`config.mk`:
```
export PLATFORM = sky130hd
export DESIGN_NAME = endian_swap_pipe
export DESIGN_NICKNAME = d
export VERILOG_FILES = /design/src/rtl/endian_pkg.sv /design/src/rtl/endian_swap_comb.sv /design/src/rtl/endian_swap_pipe.sv
export SDC_FILE = /design/constraint.sdc
export NUM_CORES = 1
export LEC_CHECK = 0
export CORE_AREA = 2 2 107 109
export DETAILED_ROUTE_END_ITERATION = 8
export DIE_AREA = 0 0 109 111
export GPL_TIMING_DRIVEN = 0
export PLACE_DENSITY = 0.66
export SYNTH_ARGS = -nofsm -noshare
export SYNTH_HDL_FRONTEND = slang
export SYNTH_HIERARCHICAL = 1
export SYNTH_SLANG_ARGS = --single-unit
```
`constraint.sdc`:
```
create_clock -name clk -period 3.02 [get_ports clk]
set_input_delay 0.604 -clock clk [delete_from_list [all_inputs] [get_ports clk]]
set_output_delay 0.604 -clock clk [all_outputs]
set_load 0.02 [all_outputs]
```
`src/rtl/endian_pkg.sv`:
```
// Shared mode encodings and skid-buffer state type for the endian swap pipe.
package endian_pkg;

  localparam logic [1:0] MODE_PASS      = 2'b00;
  localparam logic [1:0] MODE_BITREV    = 2'b01;
  localparam logic [1:0] MODE_BYTESWAP  = 2'b10;
  localparam logic [1:0] MODE_BITINBYTE = 2'b11;

  typedef enum logic [1:0] {
    ST_EMPTY = 2'b00,
    ST_ONE   = 2'b01,
    ST_TWO   = 2'b10
  } state_t;

endpackage

```
`src/rtl/endian_swap_comb.sv`:
```
// Purely combinational word transform: pass, full bit reverse, byte swap,
// or bit reverse inside each byte.
module endian_swap_comb
  import endian_pkg::*;
#(
  parameter int DATA_W = 32
) (
  input  logic [1:0]        mode,
  input  logic [DATA_W-1:0] data_in,
  output logic [DATA_W-1:0] data_out
);

  localparam int NB = DATA_W / 8;

  logic [DATA_W-1:0] rev_data;
  logic [DATA_W-1:0] bswap_data;
  logic [DATA_W-1:0] binb_data;

  genvar gi, gj;

  for (gi = 0; gi < DATA_W; gi++) begin : g_rev
    assign rev_data[gi] = data_in[DATA_W-1-gi];
  end

  for (gi = 0; gi < NB; gi++) begin : g_byte
    assign bswap_data[gi*8 +: 8] = data_in[(NB-1-gi)*8 +: 8];
    for (gj = 0; gj < 8; gj++) begin : g_bit
      assign binb_data[gi*8+gj] = data_in[gi*8+7-gj];
    end
  end

  // Select the transform requested for this beat.
  always_comb begin
    data_out = data_in;
    case (mode)
      MODE_BITREV:    data_out = rev_data;
      MODE_BYTESWAP:  data_out = bswap_data;
      MODE_BITINBYTE: data_out = binb_data;
      default:        data_out = data_in;
    endcase
  end

endmodule

```
`src/rtl/endian_swap_pipe.sv`:
```
// Pipelined endian/bit-order converter with a 2-entry skid buffer.
// Words are transformed on the way in; main drives m_*, skid catches the
// one extra word accepted when downstream stalls.
module endian_swap_pipe
  import endian_pkg::*;
#(
  parameter int DATA_W = 32
) (
  input  logic              clk,
  input  logic              rst_n,
  input  logic              s_valid,
  output logic              s_ready,
  input  logic [DATA_W-1:0] s_data,
  input  logic [1:0]        s_mode,
  output logic              m_valid,
  input  logic              m_ready,
  output logic [DATA_W-1:0] m_data,
  output logic [1:0]        m_mode,
  output logic              busy
);

  if ((DATA_W % 8) != 0 || DATA_W < 8) begin : g_bad_width
    $error("endian_swap_pipe: DATA_W must be a multiple of 8 and at least 8");
  end

  state_t            state_q, state_d;
  logic              s_ready_q;
  logic [DATA_W-1:0] xf_data;
  logic [DATA_W-1:0] main_data, skid_data;
  logic [1:0]        main_mode, skid_mode;
  logic              accept, xfer;
  logic              load_main_in, load_skid, load_main_skid;

  endian_swap_comb #(.DATA_W(DATA_W)) u_swap (
    .mode     (s_mode),
    .data_in  (s_data),
    .data_out (xf_data)
  );

  assign accept = s_valid && s_ready_q;
  assign xfer   = (state_q != ST_EMPTY) && m_ready;

  // Next-state and register load selects.
  always_comb begin
    state_d        = state_q;
    load_main_in   = 1'b0;
    load_skid      = 1'b0;
    load_main_skid = 1'b0;
    case (state_q)
      ST_EMPTY: begin
        if (accept) begin
          state_d      = ST_ONE;
          load_main_in = 1'b1;
        end
      end
      ST_ONE: begin
        if (accept && !xfer) begin
          state_d   = ST_TWO;
          load_skid = 1'b1;
        end else if (accept && xfer) begin
          load_main_in = 1'b1;
        end else if (xfer) begin
          state_d = ST_EMPTY;
        end
      end
      ST_TWO: begin
        if (xfer) begin
          state_d        = ST_ONE;
          load_main_skid = 1'b1;
        end
      end
      default: state_d = ST_EMPTY;
    endcase
  end

  // State register; s_ready is registered from the next state so it never
  // sees m_ready combinationally.
  always_ff @(posedge clk or negedge rst_n) begin
    if (!rst_n) begin
      state_q   <= ST_EMPTY;
      s_ready_q <= 1'b1;
    end else begin
      state_q   <= state_d;
      s_ready_q <= (state_d != ST_TWO);
    end
  end

  // Main and skid data/mode registers.
  always_ff @(posedge clk or negedge rst_n) begin
    if (!rst_n) begin
      main_data <= '0;
      main_mode <= '0;
      skid_data <= '0;
      skid_mode <= '0;
    end else begin
      if (load_main_in) begin
        main_data <= xf_data;
        main_mode <= s_mode;
      end else if (load_main_skid) begin
        main_data <= skid_data;
        main_mode <= skid_mode;
      end
      if (load_skid) begin
        skid_data <= xf_data;
        skid_mode <= s_mode;
      end
    end
  end

  assign s_ready = s_ready_q;
  assign m_valid = (state_q != ST_EMPTY);
  assign busy    = (state_q != ST_EMPTY);
  assign m_data  = main_data;
  assign m_mode  = main_mode;

endmodule
```
==> run_results.csv, run 1 <==
group,metric,value,unit
layout,drive_above_1_share,0.533,
place,place_congestion,0.772,
die,dieArea,12100,µm²
route,wl_per_cell,18.8,µm
synth,ys.warnings.count,6,
die,core_area,11100,µm²
clock_tree,cts_resized,0,
pwr,powerDensity,954,nW/µm²
die,die_w,109,µm
sta,skew,5.79,ps
worst_setup_path,cp_max_fo,8,
hold_path,hold_class,"primary input to async pin",
layout,fillers,1001,
layout,synthToLayoutAreaGrowth,33.0,%
worst_setup_path,crit_required,2420,ps
synth,syn_area_per_cell,16.5,µm²
layout,final_area,5250,µm²
clock_tree,cts_buffers,9,
clock_tree,cts_tree,"done",
route,drt-total-wl,8.88,mm
global_routing,antenna_found_initial,0,
place,io_buffers,74,
clock_tree,insertion_delay,330,ps
sta,finalSetupViolCount,0,
global_routing,grt_pass1_vias,2642,
die,start_util,0.356,
synth,syn_inst,239,
status,status,"completed",
global_routing,grt_max_degree,72,
route,first_pass_iters,4,
sta,worst_pin_slew,359,ps
worst_setup_path,crit_type,"flip-flop to output pin",
synth,syn-num-nets,277,
synth,synth-seq-cells,71,
pwr,leakagePower,2.10,nW
worst_setup_path,cp-end-kind,"output pin",
sta,rsz0062_at_grt,"false",
route,ant_nets,0,
synth,netlist_area,3950,µm²
worst_setup_path,r2r_slack,1150,ps
synth,yosysUniqueCellTypes,20,
clock_tree,clockRootBuffer,"clkbuf_16",
synth,yosysSeqAreaShare,0.451,
flow_run,drv_cap,0,
clock_tree,clock_sinks,71,
clock_tree,cts_setup_buffers,0,
global_routing,track_usage,0.157,
pwr,ir_worst_vdd,0.504,mV
sta,relSlewSlack,0.760,
global_routing,grt-ovfl-total,0,
place,hpwl,6.25,mm
layout,finalNetCount,363,
worst_setup_path,start_kind,"flip-flop",
clock_tree,clk_pin_slew,60,ps
layout,diodes,0,
worst_setup_path,arrival,1770,ps
die,die_y,111,µm
sta,finalHoldViolCount,0,
place,placed_area,4890,µm²
global_routing,grt_pass1_wl,14.5,mm
sta,period_share,0.786,
sta,slew_viol_final,0,
clock_tree,clk_path_buf_depth,2,
sta,fin_hold_ws,285,ps
route,vias_per_cell,5.25,
die,num_rows,39,
clock_tree,holdBufCountCts,0,
route,dr_total_vias,2485,
sta,timing.fmax,421,MHz
die,pin_count,75,
sta,period_minus_slack,2370,ps
route,drc,0,
route,drt-initial-drc-count,62,
clock_tree,h-tree-depth,3,
==> area by class of cell <==
type	count	area, µm²	share of cell area
timing repair buffer	75	766	0.146
sequential	71	1780	0.339
clock inverter	5	104	0.0198
multi-input combinational	147	1970	0.375
tap	143	179	0.0341
clock buffer	11	253	0.0482
buffer	21	200	0.0382
==> per-stage QoR <==
stage / util / power (mW) / setup TNS (ps) / instances / worst slack (ps)
finish: 0.474 / 5.00 / 0 / 473 / 647
global route: 0.474 / 5.29 / 0 / 473 / 584
CTS: 0.474 / 5.07 / 0 / 473 / 635
detailed placement: 0.441 / 3.81 / 0 / 457 / 452
global placement: 0.439 / 3.74 / -74370 / 456 / -1070
floorplan: - / 2.98 / 0 / 239 / 1270
==> flip-flops by register name, summed over array words and instances, names as in the netlist <==
register,cells
skid_mode,2
skid_data,32
m_mode,2
state_q,2
s_ready,1
m_data,32
==> cell usage after synthesis, drive strengths merged <==
library cell,count,area share
mux4,32,0.18
or3,1,0.0016
or2,2,0.0032
mux2,102,0.29
dfstp,1,0.0067
o22ai,1,0.0016
nor3b,2,0.0038
nand3b,1,0.0029
buf,21,0.051
nor2,1,0.00095
dfrtp,70,0.44
o21a,1,0.0019
nor2b,1,0.0016
mux2i,1,0.0025
nand2,2,0.0019
==> cell usage in the layout (no fill, tap or decap) <==
cell             Yosys  routed
buf_16               0       1
buf_4                6       7
bufinv_16            0       3
nor3b_1              2       2
mux4_1               1       1
o22ai_1              1       1
nor2_1               1       1
o21a_1               1       1
clkdlybuf4s50_1      0      73
nand2_1              2       2
dfrtp_1             70      70
buf_12               2       2
buf_6                8       8
nor2b_1              1       1
mux2_2             100     100
clkbuf_16            0       9
or3_1                1       1
mux2i_1              1       1
dfstp_2              1       1
nand3b_2             1       1
clkinv_4             0       1
or2_2                2       2
mux2_4               2       2
buf_2                5       5
clkinv_2             0       1
mux4_2              31      31
clkbuf_8             0       2
==> logic make-up after synthesis <==
group / Yosys count / synth area share
flops: 71 / 0.451
buf+inv: 21 / 0.0507
simple gates: 10 / 0.0159
compound gates: 2 / 0.00349
mux: 135 / 0.479
==> worst paths after layout <==
path | endpoint | depth (start not counted) | from
worst max-delay path | m_valid | 4 | state_q[1]
worst min register to register | skid_data[6] | 1 | skid_data[6]
min in group clk | skid_data[6] | 1 | skid_data[6]
worst min-delay path | m_data[10] | 2 | rst_n
max in group asynchronous | s_ready | 2 | rst_n
worst max register to register | skid_data[11] | 5 | s_ready
==> routing by layer <==
layer	part of all wire	up-vias	global-route usage
li1	-	1096	-
met1	0.43	1304	0.209
met2	0.51	80	0.255
met3	0.059	5	0.0464
met4	0.0051	0	0.0282
met5	0	-	0
==> report_power, final <==
group / switching [mW] / internal (mW)
combinational: 0.837 / 1.25
sequential: 0.242 / 1.44
clock: 0.393 / 0.851
==> worst max-delay path: stages (launching register included) <==
cell and delay, ps:
dfrtp_1 350, buf_2 150, or2_2 290, buf_4 130
clkdlybuf4s50_1 520
Note: power is estimated with default switching activity, not from simulation.
==> run 2, diff against run 1 <==
- PLACE_DENSITY: 0.66 -> 0.68
- clock period: 3.02 -> 2 ns (I/O delays scaled with it)
==> run_results.csv, run 2 (same netlist as run 1, synthesis figures left out) <==
group,metric,value,unit
status,status,"completed",
route,drc,0,
sta,skew,6.68,ps
layout,fillers,995,
worst_setup_path,crit_required,2220,ps
pwr,ir_worst_vdd,0.523,mV
pwr,powerDensity,1440,nW/µm²
sta,period_share,0.970,
clock_tree,cts_tree,"done",
die,num_rows,39,
worst_setup_path,reg2reg_to,"m_data[19]",
worst_setup_path,cp_max_fo,10,
pwr,p_total,7.52,mW
layout,layout_commonest_cell,"mux2_2",
pwr,leakagePower,2.10,nW
global_routing,grt_pass1_wl,14.1,mm
layout,most-common-layout-cells,"100 x mux2_2, 71 x clkdlybuf4s50_1, 70 x dfrtp_1, 31 x mux4_2",
hold_path,hold_class,"primary input to async pin",
sta,worst_slack,59.5,ps
worst_setup_path,r2r_cells,5,
route,dr_total_vias,2470,
sta,finalSetupViolCount,0,
place,io_buffers,74,
place,post-place-ws,-366,ps
worst_setup_path,rr_startpoint,"state_q[1]",
worst_setup_path,cp-end-kind,"flip-flop",
clock_tree,clk_path_buf_depth,2,
route,first_pass_iters,4,
route,drt-total-wl,8.85,mm
die,dieArea,12100,µm²
layout,final_area,5230,µm²
clock_tree,insertion_delay,330,ps
sta,finalHoldViolCount,0,
sta,fin_setup_tns,0,ps
place,hpwl,6.27,mm
global_routing,grt_max_degree,72,
worst_setup_path,arrival,2160,ps
sta,slew_viol_final,0,
die,die_w,109,µm
worst_setup_path,endpoint,"skid_data[24]",
layout,finalNetCount,364,
die,die_y,111,µm
layout,drive_above_1_share,0.535,
clock_tree,cts_buffers,9,
die,pin_count,75,
sta,rsz0062_at_grt,"false",
clock_tree,h-tree-depth,3,
global_routing,track_usage,0.156,
layout,diodes,0,
route,wl_per_cell,18.7,µm
global_routing,grt_pass1_vias,2656,
worst_setup_path,r2r_slack,250,ps
layout,synthToLayoutAreaGrowth,32.5,%
route,drt-initial-drc-count,94,
worst_setup_path,start_kind,"primary input",
sta,worst_pin_slew,901,ps
die,core_area,11100,µm²
clock_tree,clockRootBuffer,"clkbuf_16",
sta,fin_hold_ws,178,ps
global_routing,grt-ovfl-total,0,
worst_setup_path,startpoint,"s_mode[1]",
clock_tree,clk_pin_slew,60,ps
global_routing,antenna_found_initial,0,
place,placed_area,4860,µm²
sta,relSlewSlack,0.399,
flow_run,drv_cap,0,
clock_tree,clock_sinks,71,
sta,timing.fmax,515,MHz
worst_setup_path,crit_type,"primary input to flip-flop",
route,vias_per_cell,5.21,
route,ant_nets,0,
sta,period_minus_slack,1940,ps
place,place_congestion,0.822,
die,start_util,0.356,
run 2: cell count changes in the layout (fill, tap and decap cells not counted):
cell,previous run,this run
buf_4,7,9
clkbuf_8,2,0
clkdlybuf4s50_1,73,71
buf_16,1,0
buf_2,5,4
buf_6,8,9
clkdlybuf4s15_1,0,1
clkinvlp_4,0,1
dlygate4sd2_1,0,1
inv_6,0,1
run 2: final cells by class:
cell class | count | area [µm²] | area share
buffer | 21 | 206 | 0.0395
clock buffer | 9 | 225 | 0.0431
timing repair buffer | 76 | 752 | 0.144
multi-input combinational | 147 | 1970 | 0.376
clock inverter | 7 | 120 | 0.0230
tap | 143 | 179 | 0.0342
sequential | 71 | 1780 | 0.340
run 2: per-stage QoR:
step                      utilization  std cells
after detailed placement        0.439        456
after global routing            0.472        474
after CTS                       0.470        472
final                           0.472        474
after global placement          0.439        456
after floorplan                     -        239
run 2: worst min path at each step:
stage	slack [ps]	endpoint	from
3_3_place_gp	490	skid_mode[1]	skid_mode[1]
3_5_place_dp	490	skid_data[14]	skid_data[14]
4_1_cts	230	m_data[19]	rst_n
2_1_floorplan	100	m_data[0]	rst_n
5_1_grt	280	m_data[11]	rst_n
6_report	180	skid_data[20]	rst_n
run 2: repair_timing:
item                       in CTS  in global routing
setup buffers                   0                  2
hold buffers                    0                  0
gates resized for setup         3                  2
setup endpoints to repair      27                 14
run 2: worst max-delay path: stages:
cell and delay, ps:
clkdlybuf4s50_1 510, buf_6 160, buf_6 180, buf_4 240, mux4_2 370, mux2_2 290
run 2: report_power, final:
group	internal (mW)	switching [mW]
Sequential	2.17	0.361
Clock	1.22	0.627
Combinational	1.88	1.27
Total	5.26	2.26
run 2: routing by layer:
layer / vias up / GRT usage / share of wire
li1: 1098 / - / -
met1: 1292 / 0.209 / 0.44
met2: 71 / 0.243 / 0.49
met3: 9 / 0.0464 / 0.059
met4: 0 / 0.0479 / 0.014
met5: - / 0 / 0
